[src/rtl/uart_cmd_decoder.sv]
// uart_cmd_decoder: pops ASCII command bytes from the UART RX FIFO and turns
// them into single-cycle command pulses for the watch/sensor logic.
// Unknown bytes bump a saturating error counter.
//
// Build option UART_CMD_ECHO_EN: when defined, every non-CR/LF byte is echoed
// to the TX FIFO (upper-cased command, or NAK_CHAR for unknown bytes).
// When undefined, the echo path is absent and the TX outputs are tied low.
//
// Timing per byte: pop in IDLE, pulse visible during EXEC, echo push during
// ECHO. So the pulse is one cycle after the pop, and the push is one cycle
// after the pulse when TX is not full.

module uart_cmd_decoder #(
    parameter int unsigned ERR_W    = 8,
    parameter logic [7:0]  NAK_CHAR = 8'h3F
) (
    input  logic             clk,
    input  logic             rst,
    input  logic             rx_empty,
    input  logic [7:0]       rx_rdata,
    output logic             rx_pop,
    input  logic             tx_full,
    output logic             tx_push,
    output logic [7:0]       tx_wdata,
    output logic             cmd_btn_l,
    output logic             cmd_btn_r,
    output logic             cmd_btn_u,
    output logic             cmd_btn_d,
    output logic             cmd_mode,
    output logic             cmd_time,
    output logic             cmd_clear,
    output logic             cmd_sr04,
    output logic [ERR_W-1:0] err_cnt
);

    typedef enum logic [1:0] {
        S_IDLE = 2'd0,
        S_EXEC = 2'd1
`ifdef UART_CMD_ECHO_EN
        , S_ECHO = 2'd2
`endif
    } state_t;

    // Pulse vector bit order: L, R, U, D, M, H, S, T (bit 0 .. bit 7).
    localparam logic [7:0] CH_L = 8'h4C;
    localparam logic [7:0] CH_R = 8'h52;
    localparam logic [7:0] CH_U = 8'h55;
    localparam logic [7:0] CH_D = 8'h44;
    localparam logic [7:0] CH_M = 8'h4D;
    localparam logic [7:0] CH_H = 8'h48;
    localparam logic [7:0] CH_S = 8'h53;
    localparam logic [7:0] CH_T = 8'h54;
    localparam logic [7:0] CH_CR = 8'h0D;
    localparam logic [7:0] CH_LF = 8'h0A;

    // Lower-case letters map to upper case by clearing bit 5; other bytes pass.
    function automatic logic [7:0] to_upper(input logic [7:0] b);
        logic [7:0] r;
        r = b;
        if (b >= 8'h61 && b <= 8'h7A) r = b & 8'hDF;
        return r;
    endfunction

    // One-hot command decode; zero for anything unrecognised.
    function automatic logic [7:0] decode(input logic [7:0] b);
        logic [7:0] hit;
        hit = 8'h00;
        case (to_upper(b))
            CH_L:    hit = 8'h01;
            CH_R:    hit = 8'h02;
            CH_U:    hit = 8'h04;
            CH_D:    hit = 8'h08;
            CH_M:    hit = 8'h10;
            CH_H:    hit = 8'h20;
            CH_S:    hit = 8'h40;
            CH_T:    hit = 8'h80;
            default: hit = 8'h00;
        endcase
        return hit;
    endfunction

    function automatic logic is_eol(input logic [7:0] b);
        return (b == CH_CR) || (b == CH_LF);
    endfunction

    state_t           state_q;
    logic [7:0]       cmd_q;
    logic [7:0]       pulse_q;
    logic [ERR_W-1:0] err_q;
    logic [ERR_W-1:0] err_d;
    logic [7:0]       rx_hit;
    logic             cmd_known;
    logic             cmd_eol;

    assign rx_hit    = decode(rx_rdata);
    assign cmd_known = |decode(cmd_q);
    assign cmd_eol   = is_eol(cmd_q);
    // Counter holds at all-ones instead of wrapping.
    assign err_d     = (err_q == '1) ? err_q : err_q + ERR_W'(1);

    // Pop is the only combinational output so a waiting byte costs no extra cycle.
    assign rx_pop = (state_q == S_IDLE) && !rx_empty;

`ifdef UART_CMD_ECHO_EN
    logic       push_q;
    logic [7:0] wdata_q;

    // Decoder FSM with echo: IDLE -> EXEC -> (ECHO) -> IDLE, all outputs registered.
    always_ff @(posedge clk or posedge rst) begin
        if (rst) begin
            state_q <= S_IDLE;
            cmd_q   <= 8'h00;
            pulse_q <= 8'h00;
            err_q   <= '0;
            push_q  <= 1'b0;
            wdata_q <= 8'h00;
        end else begin
            pulse_q <= 8'h00;
            case (state_q)
                S_IDLE: begin
                    if (!rx_empty) begin
                        cmd_q   <= rx_rdata;
                        // Pulse is decoded at the pop so it is visible during EXEC.
                        pulse_q <= rx_hit;
                        state_q <= S_EXEC;
                    end
                end
                S_EXEC: begin
                    if (!cmd_known && !cmd_eol) err_q <= err_d;
                    if (cmd_eol) begin
                        state_q <= S_IDLE;
                    end else begin
                        wdata_q <= cmd_known ? to_upper(cmd_q) : NAK_CHAR;
                        push_q  <= !tx_full;
                        state_q <= S_ECHO;
                    end
                end
                S_ECHO: begin
                    // push_q high means the push is on the bus this cycle.
                    if (push_q) begin
                        push_q  <= 1'b0;
                        state_q <= S_IDLE;
                    end else if (!tx_full) begin
                        push_q  <= 1'b1;
                    end
                end
                default: state_q <= S_IDLE;
            endcase
        end
    end

    assign tx_push  = push_q;
    assign tx_wdata = wdata_q;
`else
    logic unused_tx_full;
    assign unused_tx_full = tx_full;

    // Decoder FSM without echo: IDLE -> EXEC -> IDLE, all outputs registered.
    always_ff @(posedge clk or posedge rst) begin
        if (rst) begin
            state_q <= S_IDLE;
            cmd_q   <= 8'h00;
            pulse_q <= 8'h00;
            err_q   <= '0;
        end else begin
            pulse_q <= 8'h00;
            case (state_q)
                S_IDLE: begin
                    if (!rx_empty) begin
                        cmd_q   <= rx_rdata;
                        pulse_q <= rx_hit;
                        state_q <= S_EXEC;
                    end
                end
                S_EXEC: begin
                    if (!cmd_known && !cmd_eol) err_q <= err_d;
                    state_q <= S_IDLE;
                end
                default: state_q <= S_IDLE;
            endcase
        end
    end

    assign tx_push  = 1'b0;
    assign tx_wdata = 8'h00;
`endif

    assign cmd_btn_l = pulse_q[0];
    assign cmd_btn_r = pulse_q[1];
    assign cmd_btn_u = pulse_q[2];
    assign cmd_btn_d = pulse_q[3];
    assign cmd_mode  = pulse_q[4];
    assign cmd_time  = pulse_q[5];
    assign cmd_clear = pulse_q[6];
    assign cmd_sr04  = pulse_q[7];
    assign err_cnt   = err_q;

    // At most one command pulse at a time, never alongside a pop.
    a_onehot_pulse: assert property (@(posedge clk) disable iff (rst) $onehot0(pulse_q));
    a_no_pop_overlap: assert property (@(posedge clk) disable iff (rst) !(rx_pop && (pulse_q != 8'h00)));

endmodule

[config.mk]
export PLATFORM = sky130hd
export DESIGN_NAME = uart_cmd_decoder
export DESIGN_NICKNAME = d
export VERILOG_FILES = /design/src/rtl/uart_cmd_decoder.sv
export SDC_FILE = /design/constraint.sdc
export NUM_CORES = 1
export LEC_CHECK = 0
export ABC_AREA = 1
export CAP_MARGIN = 20
export CORE_MARGIN = 2
export CORE_UTILIZATION = 36
export DETAILED_ROUTE_END_ITERATION = 8
export SYNTH_ARGS = -nofsm -noshare
export SYNTH_HDL_FRONTEND = slang
export SYNTH_SLANG_ARGS = --single-unit
[constraint.sdc]
create_clock -name clk -period 1.5 [get_ports clk]
set_input_delay 0.225 -clock clk [delete_from_list [all_inputs] [get_ports clk]]
set_output_delay 0.225 -clock clk [all_outputs]
set_load 0.01 [all_outputs]
Word-level counts from Yosys, hierarchy flattened
Index checks and enable logic that the tools add are counted.

Latch bits: 0. RAM bits: 0. Memories: 0. Bits in read-only memories: 0. Bits in registers: 26.

$lt $le $gt $ge: 4. Divide/modulo/power cells: 0. Equality and inequality tests: 21. Shift operators: 0. Muxes and demuxes: 8. Add/sub/neg operators: 1. Reductions and logical operators: 12. Bitwise logic cells: 2. Multipliers: 0.

Operators by type and width (count): $eq A8 B7 Y1 const B (16); $pmux W8 S8 (2); $eq A8 B4 Y1 const B (2); $ge A8 B7 Y1 const B (2); $le A8 B7 Y1 const B (2); $mux W8 (2); $mux W6 (2); $add A8 B1 Y8 const B (1); $eq A8 B8 Y1 const B (1); $reduce_or A8 Y1 (1); $logic_and A1 B1 Y1 (4); $mux W2 (2); $logic_not A1 Y1 (3); $reduce_and A3 Y1 (1); $eq A2 B1 Y1 const B (1); $logic_not A2 Y1 (1); $ne A2 B2 Y1 const B (1); $not A1 Y1 (2); $reduce_and A2 Y1 (1); $logic_or A1 B1 Y1 (1).

Logic depth before layout (Yosys ltp)
Gate-level depths: netlist (run 1).

Word-level depth: 9. Gate-level depth with buffers: 10. Gate-level depth less buffers: 10.

Worst setup path before layout (run 1)
OpenSTA, ideal clock, no wires.

Path type: reg2reg. Start point: register err_q[0] (netlist: err_cnt[0]). End point: register err_q[4] (netlist: err_cnt[4]). Data arrival time: 1.288 ns. Stages on the path, launching flop included: 10. Period minus slack after synthesis: 1.405 ns. Setup time: 0.117 ns. Required time: 1.383 ns. Path slack: 0.095 ns. Cell sequence: dfrtp_1 > ha_1 > inv_2 > nor2_2 > nand2_2 > nand2_4 > nor2_8 > nand2_8 > nand2_1 > nand2_1.

Word-level cells in the longest chain between the ends: 3. Elaborated cells on any way between the ends: 4.

RTL lines: start, declared (line 89) `logic [ERR_W-1:0] err_q;`; start signal, assigned (line 176) `if (!cmd_known && !cmd_eol) err_q <= err_d;`; branches (longest 3 deep; another with $add A8 B1 Y8).

Several ways; the timed one is not identified. A chain may end at the register's enable or synchronous reset.

Worst setup path in the final report (run 1)
Start point: register err_q[6] (netlist: err_cnt[6]). End point: output port err_cnt[6].

RTL lines: end, declared (line 33) `output logic [ERR_W-1:0] err_cnt`.

No word-level cell between the ends.

==> results.sh, run 1 <==
export IMPL_drc=0
export IMPL_synth_edff_count=0
export IMPL_die_area_um2=4510
export IMPL_ys_top_cells_by_count="nand2_1 (56), dfrtp_1 (25), inv_1 (21), nor2_1 (21), nand3_1 (15)"
export IMPL_num_vias=1282
export IMPL_rows=22
export IMPL_cts_buffers=3
export IMPL_ys_seq_elements=25
export IMPL_rsz0062_at_grt="no"
export IMPL_nNetsFinal=248
export IMPL_worstPathCellList="clkdlybuf4s50_1"
export IMPL_hold_slack_ps=291
export IMPL_powerDensity_nw_per_um2=997
export IMPL_status="finished clean"
export IMPL_min_period_ps=1430
export IMPL_worst_path_buf_inv=1
export IMPL_tns_ps=0
export IMPL_diodes=0
export IMPL_yosys_area_top_type="dfrtp_1"
export IMPL_vias_per_cell=4.55
export IMPL_path_class="flop to primary output"
export IMPL_cp_max_fo=3
export IMPL_grt_total_usage_pct=15.1
export IMPL_drive_gt1_share_pct=16.2
export IMPL_io_pin_count=38
export IMPL_p_leak_nw=1.02
export IMPL_irDropWorstVdd_mv=0.345
export IMPL_grt_pass1_vias=1136
export IMPL_synth_cell_types=22
export IMPL_slew_violations=0
export IMPL_clkTransAtPathRegs_ps=90
export IMPL_cp_start_kind="flop"
export IMPL_end_kind="primary output"
export IMPL_fmax_mhz=698
export IMPL_maxCapViolCount=0
export IMPL_yosys_top_cells_area="dfrtp_1 (44%), nand2_1 (15%), inv_1 (5.5%)"
export IMPL_dp_cells=273
export IMPL_setup_violations=0
export IMPL_yosysTopAreaCellShare_pct=43.6
export IMPL_area_growth_pct=32.1
export IMPL_clk_path_buf_depth=2
export IMPL_wl_per_cell_um=10.4
export IMPL_yosysWarnings=0
export IMPL_drt_total_wl_um=2940
export IMPL_h_tree_depth=1
export IMPL_yosysSeqAreaShare_pct=43.6
export IMPL_cp_required_ps=1270
export IMPL_grt_overflow=0
export IMPL_syn_instance_count=189
export IMPL_min_period_over_period_pct=95.5
export IMPL_cts_root_buffer="clkbuf_8"
export IMPL_cts_tree="built"
export IMPL_drtIter0Drc=75
export IMPL_synth_ff_type="dfrtp_1"
export IMPL_post_route_util_pct=50.6
export IMPL_synth_area_per_cell_um2=7.59
export IMPL_io_buffers=27
export IMPL_die_y_um=67.1
export IMPL_critPathMaxStageDelay_ps=540
export IMPL_arrival_ps=1210
export IMPL_synthArstFlopShare_pct=100
export IMPL_grt_pass1_wl_um=5140
export IMPL_syn_area_um2=1440
export IMPL_grt_max_degree=26
export IMPL_finalHoldViolCount=0
export IMPL_fin_cells=282
export IMPL_cpLargestDelayFamily="buffers and inverters"
export IMPL_clk_latency_ps=270
export IMPL_antenna_left=0
export IMPL_place_hpwl_um=2190
export IMPL_hp_class="primary input to asynchronous set/reset pin"
export IMPL_slowest_stage="clkdlybuf4s50_1"
export IMPL_start_util_pct=38.3
export IMPL_antenna_found_initial=0
export IMPL_fp_dieW_um=67.1
export IMPL_fin_skew_ps=11.6
export IMPL_coreArea_um2=3740
export IMPL_drt_first_pass_iters=4
export IMPL_cts_sinks=25
export IMPL_place_gp_congestion=0.783
export IMPL_synth_most_common_cell="nand2_1"
==> report_power, final <==
part / switching, mW / total [mW] / internal [mW]
Combinational: 0.354 / 0.666 / 0.312
Sequential: 0.0591 / 0.820 / 0.761
Clock: 0.214 / 0.404 / 0.190
Total: 0.627 / 1.89 / 1.26
==> area by class of cell <==
type,count,area (um2)
clock buffers,4,45.0
fillers,395,1850
inverters,26,97.6
multi-input cells,136,669
flip-flops and latches,25,628
well taps,48,60.1
repair buffers,43,395
==> stage by stage <==
stage               setup slack [ps]  total power, mW  cell area, um2
floorplan                       94.6             1.19            1470
global placement               -89.4             1.45            1810
detailed placement             -81.9             1.46            1810
CTS                             4.01             1.89            1870
global route                    17.3             2.03            1900
finish                          67.9             1.89            1900
==> worst paths after layout <==
check                            from          to  slack (ps)  cells after the start
max                        err_cnt[6]  err_cnt[6]          70                      1
min                               rst    cmd_q[1]         290                      3
max reg2reg                err_cnt[0]  err_cnt[0]         150                      9
min reg2reg                err_cnt[4]  err_cnt[4]         510                      2
max in group asynchronous         rst  err_cnt[5]         950                      3
min in group clk             rx_empty  state_q[0]         500                      2
==> registers in the layout (all words and copies together) (netlist names) <==
register,count
pulse_q,8
err_cnt,8
cmd_q,8
state_q,1
==> layout by cell type, fill, tap and decap left out, types with 5 or more instances in the layout <==
cell type	n
nor2_1	21
dfrtp_1	23
nand2_1	56
inv_2	5
conb_1	9
nand3_1	15
nand4_1	11
inv_1	21
clkdlybuf4s50_1	22
nor2_2	5
buf_4	16
o21ai_0	6
==> logic make-up (layout without fill, tap and decap cells) <==
family                     count (synthesis)  after routing  synth area share (%)
AOI/OAI and AO/OA                          6              6                  2.09
DFF                                       25             25                  43.6
and+or+nand+nor                          117            117                  39.5
adders and majority gates                  1              1                 0.872
xor gates and xnor gates                   3              3                  1.83
buffers and inverters                     36             73                  11.9
other                                      1              9                 0.261
==> per-layer routing <==
layer / track usage [%] / routed length (um)
met5: 0 / 0
met4: 5.61 / 38
met1: 20.9 / 1380
met2: 23.6 / 1390
met3: 2.50 / 137
==> timing repair <==
action	in CTS	in global routing
gates cloned	0	0
setup endpoints to repair	6	6
resized for setup	4	3
pin swaps	0	1
hold buffers	0	0
setup buffers	2	3
Power figures use the tool's default switching activity.
==> inputs of run 2 (changes only) <==
--- a/config.mk
+++ b/config.mk
@@ -8,7 +8,7 @@
 export ABC_AREA = 1
 export CAP_MARGIN = 20
 export CORE_MARGIN = 2
-export CORE_UTILIZATION = 36
+export CORE_UTILIZATION = 25
 export DETAILED_ROUTE_END_ITERATION = 8
 export SYNTH_ARGS = -nofsm -noshare
 export SYNTH_HDL_FRONTEND = slang
==> constraint.sdc (replaced) <==
create_clock -name clk -period 1.3 [get_ports clk]
set_input_delay 0.195 -clock clk [delete_from_list [all_inputs] [get_ports clk]]
set_output_delay 0.195 -clock clk [all_outputs]
set_load 0.01 [all_outputs]
==> run 2 against run 1 <==
The run now ends with negative setup slack left. Critical endpoint is now err_cnt[0]. Global-route usage is 3.9 points lower. Worst hold slack worse by 26 ps. Non-clock buffer count is 10 higher. Setup slack worse by 140 ps. Cell count is 12% higher. First-iteration DRC count is 73% lower. Via count is 2.9% higher. Routed wire length is 5.8% higher.
==> results.sh, run 2 (same netlist as run 1, synthesis figures left out) <==
export IMPL_clk_path_buf_depth=2
export IMPL_nNetsFinal=259
export IMPL_tns_ps=-507
export IMPL_irDropWorstVdd_mv=0.447
export IMPL_cp_start_kind="flop"
export IMPL_final_common_cell="nand2_1"
export IMPL_arrival_ps=1540
export IMPL_finalHoldViolCount=0
export IMPL_cp_max_fo=8
export IMPL_coreArea_um2=5540
export IMPL_fin_skew_ps=4.49
export IMPL_grt_max_degree=26
export IMPL_dp_cells=305
export IMPL_antenna_left=0
export IMPL_place_hpwl_um=2320
export IMPL_num_vias=1319
export IMPL_grt_pass1_vias=1265
export IMPL_grt_overflow=0
export IMPL_min_period_over_period_pct=105
export IMPL_maxCapViolCount=0
export IMPL_cts_buffers=3
export IMPL_drive_gt1_share_pct=23.7
export IMPL_powerDensity_nw_per_um2=1130
export IMPL_pre_cts_slack_ps=-244
export IMPL_fin_ws_ps=-69.2
export IMPL_drt_total_wl_um=3110
export IMPL_end_kind="flop"
export IMPL_clkTransAtPathRegs_ps=90
export IMPL_die_y_um=79.8
export IMPL_antenna_found_initial=0
export IMPL_slew_violations=0
export IMPL_fp_dieW_um=79.8
export IMPL_fin_cells=317
export IMPL_io_pin_count=38
export IMPL_critPathMaxStageDelay_ps=400
export IMPL_r2r_start="err_cnt[1]"
export IMPL_diodes=0
export IMPL_cts_sinks=25
export IMPL_start_util_pct=25.9
export IMPL_area_growth_pct=39.8
export IMPL_final_cell_mix="nand2_1 (53), buf_4 (25), dfrtp_1 (23)"
export IMPL_grt_total_usage_pct=11.1
export IMPL_holdBufCountCts=0
export IMPL_ff2ff_path_depth=10
export IMPL_p_leak_nw=1.10
export IMPL_rrSetupSlack_ps=-70
export IMPL_clk_latency_ps=270
export IMPL_io_buffers=27
export IMPL_path_class="flop to flop"
export IMPL_place_gp_congestion=0.858
export IMPL_rows=27
export IMPL_drtIter0Drc=20
export IMPL_total_power_mw=2.27
export IMPL_status="finished, violations left"
export IMPL_die_area_um2=6360
export IMPL_fmax_mhz=730
export IMPL_setup_violations=8
export IMPL_wl_per_cell_um=9.82
export IMPL_vias_per_cell=4.16
export IMPL_drt_first_pass_iters=4
export IMPL_cts_root_buffer="clkbuf_8"
export IMPL_h_tree_depth=1
export IMPL_grt_pass1_wl_um=5590
export IMPL_final_cell_area_um2=2010
export IMPL_cp_required_ps=1470
export IMPL_r2r_end="err_cnt[0]"
export IMPL_worstPathCellList="buf_6, ha_4, inv_2, nor2_2, nand2_2, nand2_4, nor2_8, nand2_8, nand2_4, nand2_2"
export IMPL_violations="negative setup slack"
export IMPL_drc=0
export IMPL_rsz0062_at_grt="yes"
export IMPL_cp_startpoint="err_cnt[1]"
export IMPL_dpl_cell_area_um2=1910
export IMPL_min_period_ps=1370
export IMPL_slowest_stage="dfrtp_1"
export IMPL_cts_tree="built"
export IMPL_hp_class="primary input to asynchronous set/reset pin"
## run 2: cell types whose count changed in the layout (fill, tap and decap cells not counted), sizes merged
cell / delta
clkdlybuf4s50: -12
dlygate4sd2: +12
nor2: +1
dlymetal6s2s: -3
buf: +11
clkbuf: +1
clkinv: +1
## run 2: critical path, delay by kind of cell (launching register included)
family,cells,cell delay [ps]
adders and majority gates,1,150
buffers and inverters,2,160
DFF,1,400
and+or+nand+nor,7,550
## run 2: per-layer routing
metal / GRT usage [%] / up-vias / share of wire, %
met3: 2.38 / 7 / 5.0
met4: 4.58 / 0 / 2.1
met1: 14.2 / 594 / 46
li1: - / 686 / -
met2: 18.3 / 32 / 46
met5: 0 / - / 0
## run 2: timing repair
item,CTS,global route
pin swaps,4,6
gates cloned,1,0
setup endpoints to repair,24,13
gates resized for setup,23,8
hold endpoints to repair,0,0
setup buffers,6,1
## run 2: per-stage QoR
stage               hold WS, ps  utilization (%)
floorplan                   222                -
global placement            502             34.5
detailed placement          517             34.5
CTS                         273             36.1
global route                325             36.2
finish                      265             36.2
## run 2: worst max-delay path by stage
stage / cells past startpoint / to / slack (ps)
floorplan: 9 / err_cnt[4] / 10
finish: 10 / err_cnt[0] / -70
global placement: 3 / rx_pop / -250
global route: 10 / err_cnt[1] / -160
CTS: 10 / err_cnt[1] / -90
detailed placement: 3 / rx_pop / -240
## run 2: area by class of cell
class / instances / area [um2]
clock buffer: 3 / 41.3
clock inverter: 1 / 5.00
fill: 602 / 3530
inverter: 26 / 97.6
multi-input combinational: 137 / 708
sequential: 25 / 628
tap: 72 / 90.1
timing repair buffer: 53 / 437
## run 2: power breakdown
| group | leakage [nW] | switching [mW] | internal (mW) |
|---|---|---|---|
| combinational | 0.747 | 0.437 | 0.415 |
| sequential | 0.324 | 0.0687 | 0.877 |
| clock | 0.0255 | 0.255 | 0.215 |
==> inputs of run 3 (changes only) <==
--- a/config.mk
+++ b/config.mk
@@ -10,6 +10,7 @@
 export CORE_MARGIN = 2
 export CORE_UTILIZATION = 25
 export DETAILED_ROUTE_END_ITERATION = 8
+export REMOVE_ABC_BUFFERS = 1
 export SYNTH_ARGS = -nofsm -noshare
 export SYNTH_HDL_FRONTEND = slang
 export SYNTH_SLANG_ARGS = --single-unit
==> run 3 against run 2 <==
Critical path depth shrank 1. The run still ends with negative setup slack left. Routed wire length grew 0.58%. Global-route usage shrank 0.30 points. Largest power group unchanged. Cell count grew 0.63%. Flip-flop and latch count is the same. Via count grew 1.4%. Critical path type unchanged. Maximum frequency grew 4.3%. Highest routed layer unchanged.
==> results.sh, run 3 (same netlist as run 1, synthesis figures left out) <==
export IMPL_critPathMaxStageDelay_ps=390
export IMPL_final_cell_mix="nand2_1 (54), buf_4 (27), dfrtp_1 (25)"
export IMPL_nNetsFinal=261
export IMPL_drive_gt1_share_pct=23.1
export IMPL_num_vias=1337
export IMPL_slew_violations=0
export IMPL_dpl_cell_area_um2=1920
export IMPL_r2r_start="err_cnt[0]"
export IMPL_clk_latency_ps=270
export IMPL_fmax_mhz=762
export IMPL_antenna_left=0
export IMPL_hp_class="primary input to asynchronous set/reset pin"
export IMPL_maxCapViolCount=0
export IMPL_arrival_ps=1480
export IMPL_pre_cts_slack_ps=-239
export IMPL_path_class="flop to flop"
export IMPL_worstPathCellList="ha_2, inv_2, nor2_2, nand2_2, nand2_4, nor2_8, nand2_8, nand2_1, nand2_1"
export IMPL_min_period_ps=1310
export IMPL_rsz0062_at_grt="yes"
export IMPL_violations="negative setup slack"
export IMPL_antenna_found_initial=0
export IMPL_grt_max_degree=26
export IMPL_fp_dieW_um=79.8
export IMPL_irDropWorstVdd_mv=0.493
export IMPL_cts_root_buffer="clkbuf_8"
export IMPL_worst_path_buf_inv=1
export IMPL_grt_pass1_vias=1297
export IMPL_final_cell_area_um2=2030
export IMPL_cpLargestDelayFamily="simple AND/OR/NAND/NOR gates"
export IMPL_drtIter0Drc=41
export IMPL_end_kind="flop"
export IMPL_cp_startpoint="err_cnt[0]"
export IMPL_fin_skew_ps=6.17
export IMPL_die_y_um=79.8
export IMPL_grt_overflow=0
export IMPL_critPathMostFrequentCell="nand2_1"
export IMPL_final_common_cell="nand2_1"
export IMPL_powerDensity_nw_per_um2=1100
export IMPL_die_area_um2=6360
export IMPL_h_tree_depth=1
export IMPL_clkTransAtPathRegs_ps=90
export IMPL_tns_ps=-14.7
export IMPL_start_util_pct=25.9
export IMPL_cts_buffers=3
export IMPL_coreArea_um2=5540
export IMPL_wl_per_cell_um=9.82
export IMPL_status="finished, violations left"
export IMPL_setup_violations=2
export IMPL_io_buffers=27
export IMPL_place_gp_congestion=0.832
export IMPL_drc=0
export IMPL_clk_path_buf_depth=2
export IMPL_cp_required_ps=1470
export IMPL_place_hpwl_um=2320
export IMPL_cts_sinks=25
export IMPL_vias_per_cell=4.19
export IMPL_fin_ws_ps=-12.2
export IMPL_cts_tree="built"
export IMPL_cp_max_fo=8
export IMPL_p_leak_nw=1.11
export IMPL_nFillCells=614
export IMPL_drt_total_wl_um=3130
export IMPL_grt_pass1_wl_um=5570
export IMPL_diodes=0
export IMPL_cp_start_kind="flop"
export IMPL_drt_first_pass_iters=4
export IMPL_finalHoldViolCount=0
export IMPL_rows=27
export IMPL_area_growth_pct=41.8
export IMPL_slowest_stage="dfrtp_1"
export IMPL_min_period_over_period_pct=101
export IMPL_io_pin_count=38
export IMPL_grt_total_usage_pct=10.8
run 3: cell count changes in the layout (fill, tap and decap cells not counted), moves of 2 or more:
cell             delta
clkbuf_2            -2
nor2_2              +2
buf_4               +2
dfrtp_1             +2
dfrtp_2             -2
clkdlybuf4s15_1     +2
nor2_1              -2
run 3: path summary, 6_finish.rpt:
path                                   end  depth (start not counted)  slack, ps
worst max-delay path            err_cnt[1]                          9        -10
worst min-delay path            pulse_q[2]                          3        260
worst max register to register  err_cnt[1]                          9        -10
worst min register to register    cmd_q[7]                          2        520
max in group asynchronous       err_cnt[5]                          3        790
min in group clk                state_q[0]                          2        480
run 3: worst reg2reg max path, stage by stage (launching register included):
cell	delay (ps)
dfrtp_1	390
ha_2	200
inv_2	50
nor2_2	40
nand2_2	70
nand2_4	80
nor2_8	180
nand2_8	90
nand2_1	70
nand2_1	50
run 3: metal layers:
layer	part of all wire, %	track usage, %
met5	0	0
met4	0.89	2.88
met3	6.1	2.60
met2	44	17.6
met1	49	14.4
run 3: repair_timing:
item / 4_1_cts / 5_1_grt
gates resized for setup: 20 / 7
pin swaps: 1 / 2
hold buffers: 0 / 0
setup buffers: 7 / 1
setup endpoints to repair: 25 / 12
gates cloned: 1 / 0
run 3: report_power, final:
group,internal [mW],leakage [nW],switching (mW)
Sequential,0.875,0.327,0.0586
Combinational,0.395,0.758,0.433
Clock,0.217,0.0217,0.258
run 3: area by class of cell:
| class | count | area (um2) | share of cell area (%) |
|---|---|---|---|
| clock buffers | 3 | 41.3 | 2.03 |
| clock inverters | 1 | 7.51 | 0.369 |
| inverters | 26 | 97.6 | 4.80 |
| multi-input cells | 137 | 696 | 34.2 |
| flip-flops and latches | 25 | 626 | 30.8 |
| well taps | 72 | 90.1 | 4.43 |
| repair buffers | 55 | 477 | 23.4 |
run 3: metrics by stage:
step                      total power, mW  instances  utilization, %  hold slack, ps
final                                2.24        319            36.7             262
after global routing                 2.41        319            36.7             295
after CTS                            2.25        318            36.3             269
after detailed placement             1.73        306            34.6             499
after global placement               1.71        306            34.6             493
after floorplan                      1.35        187               -             222
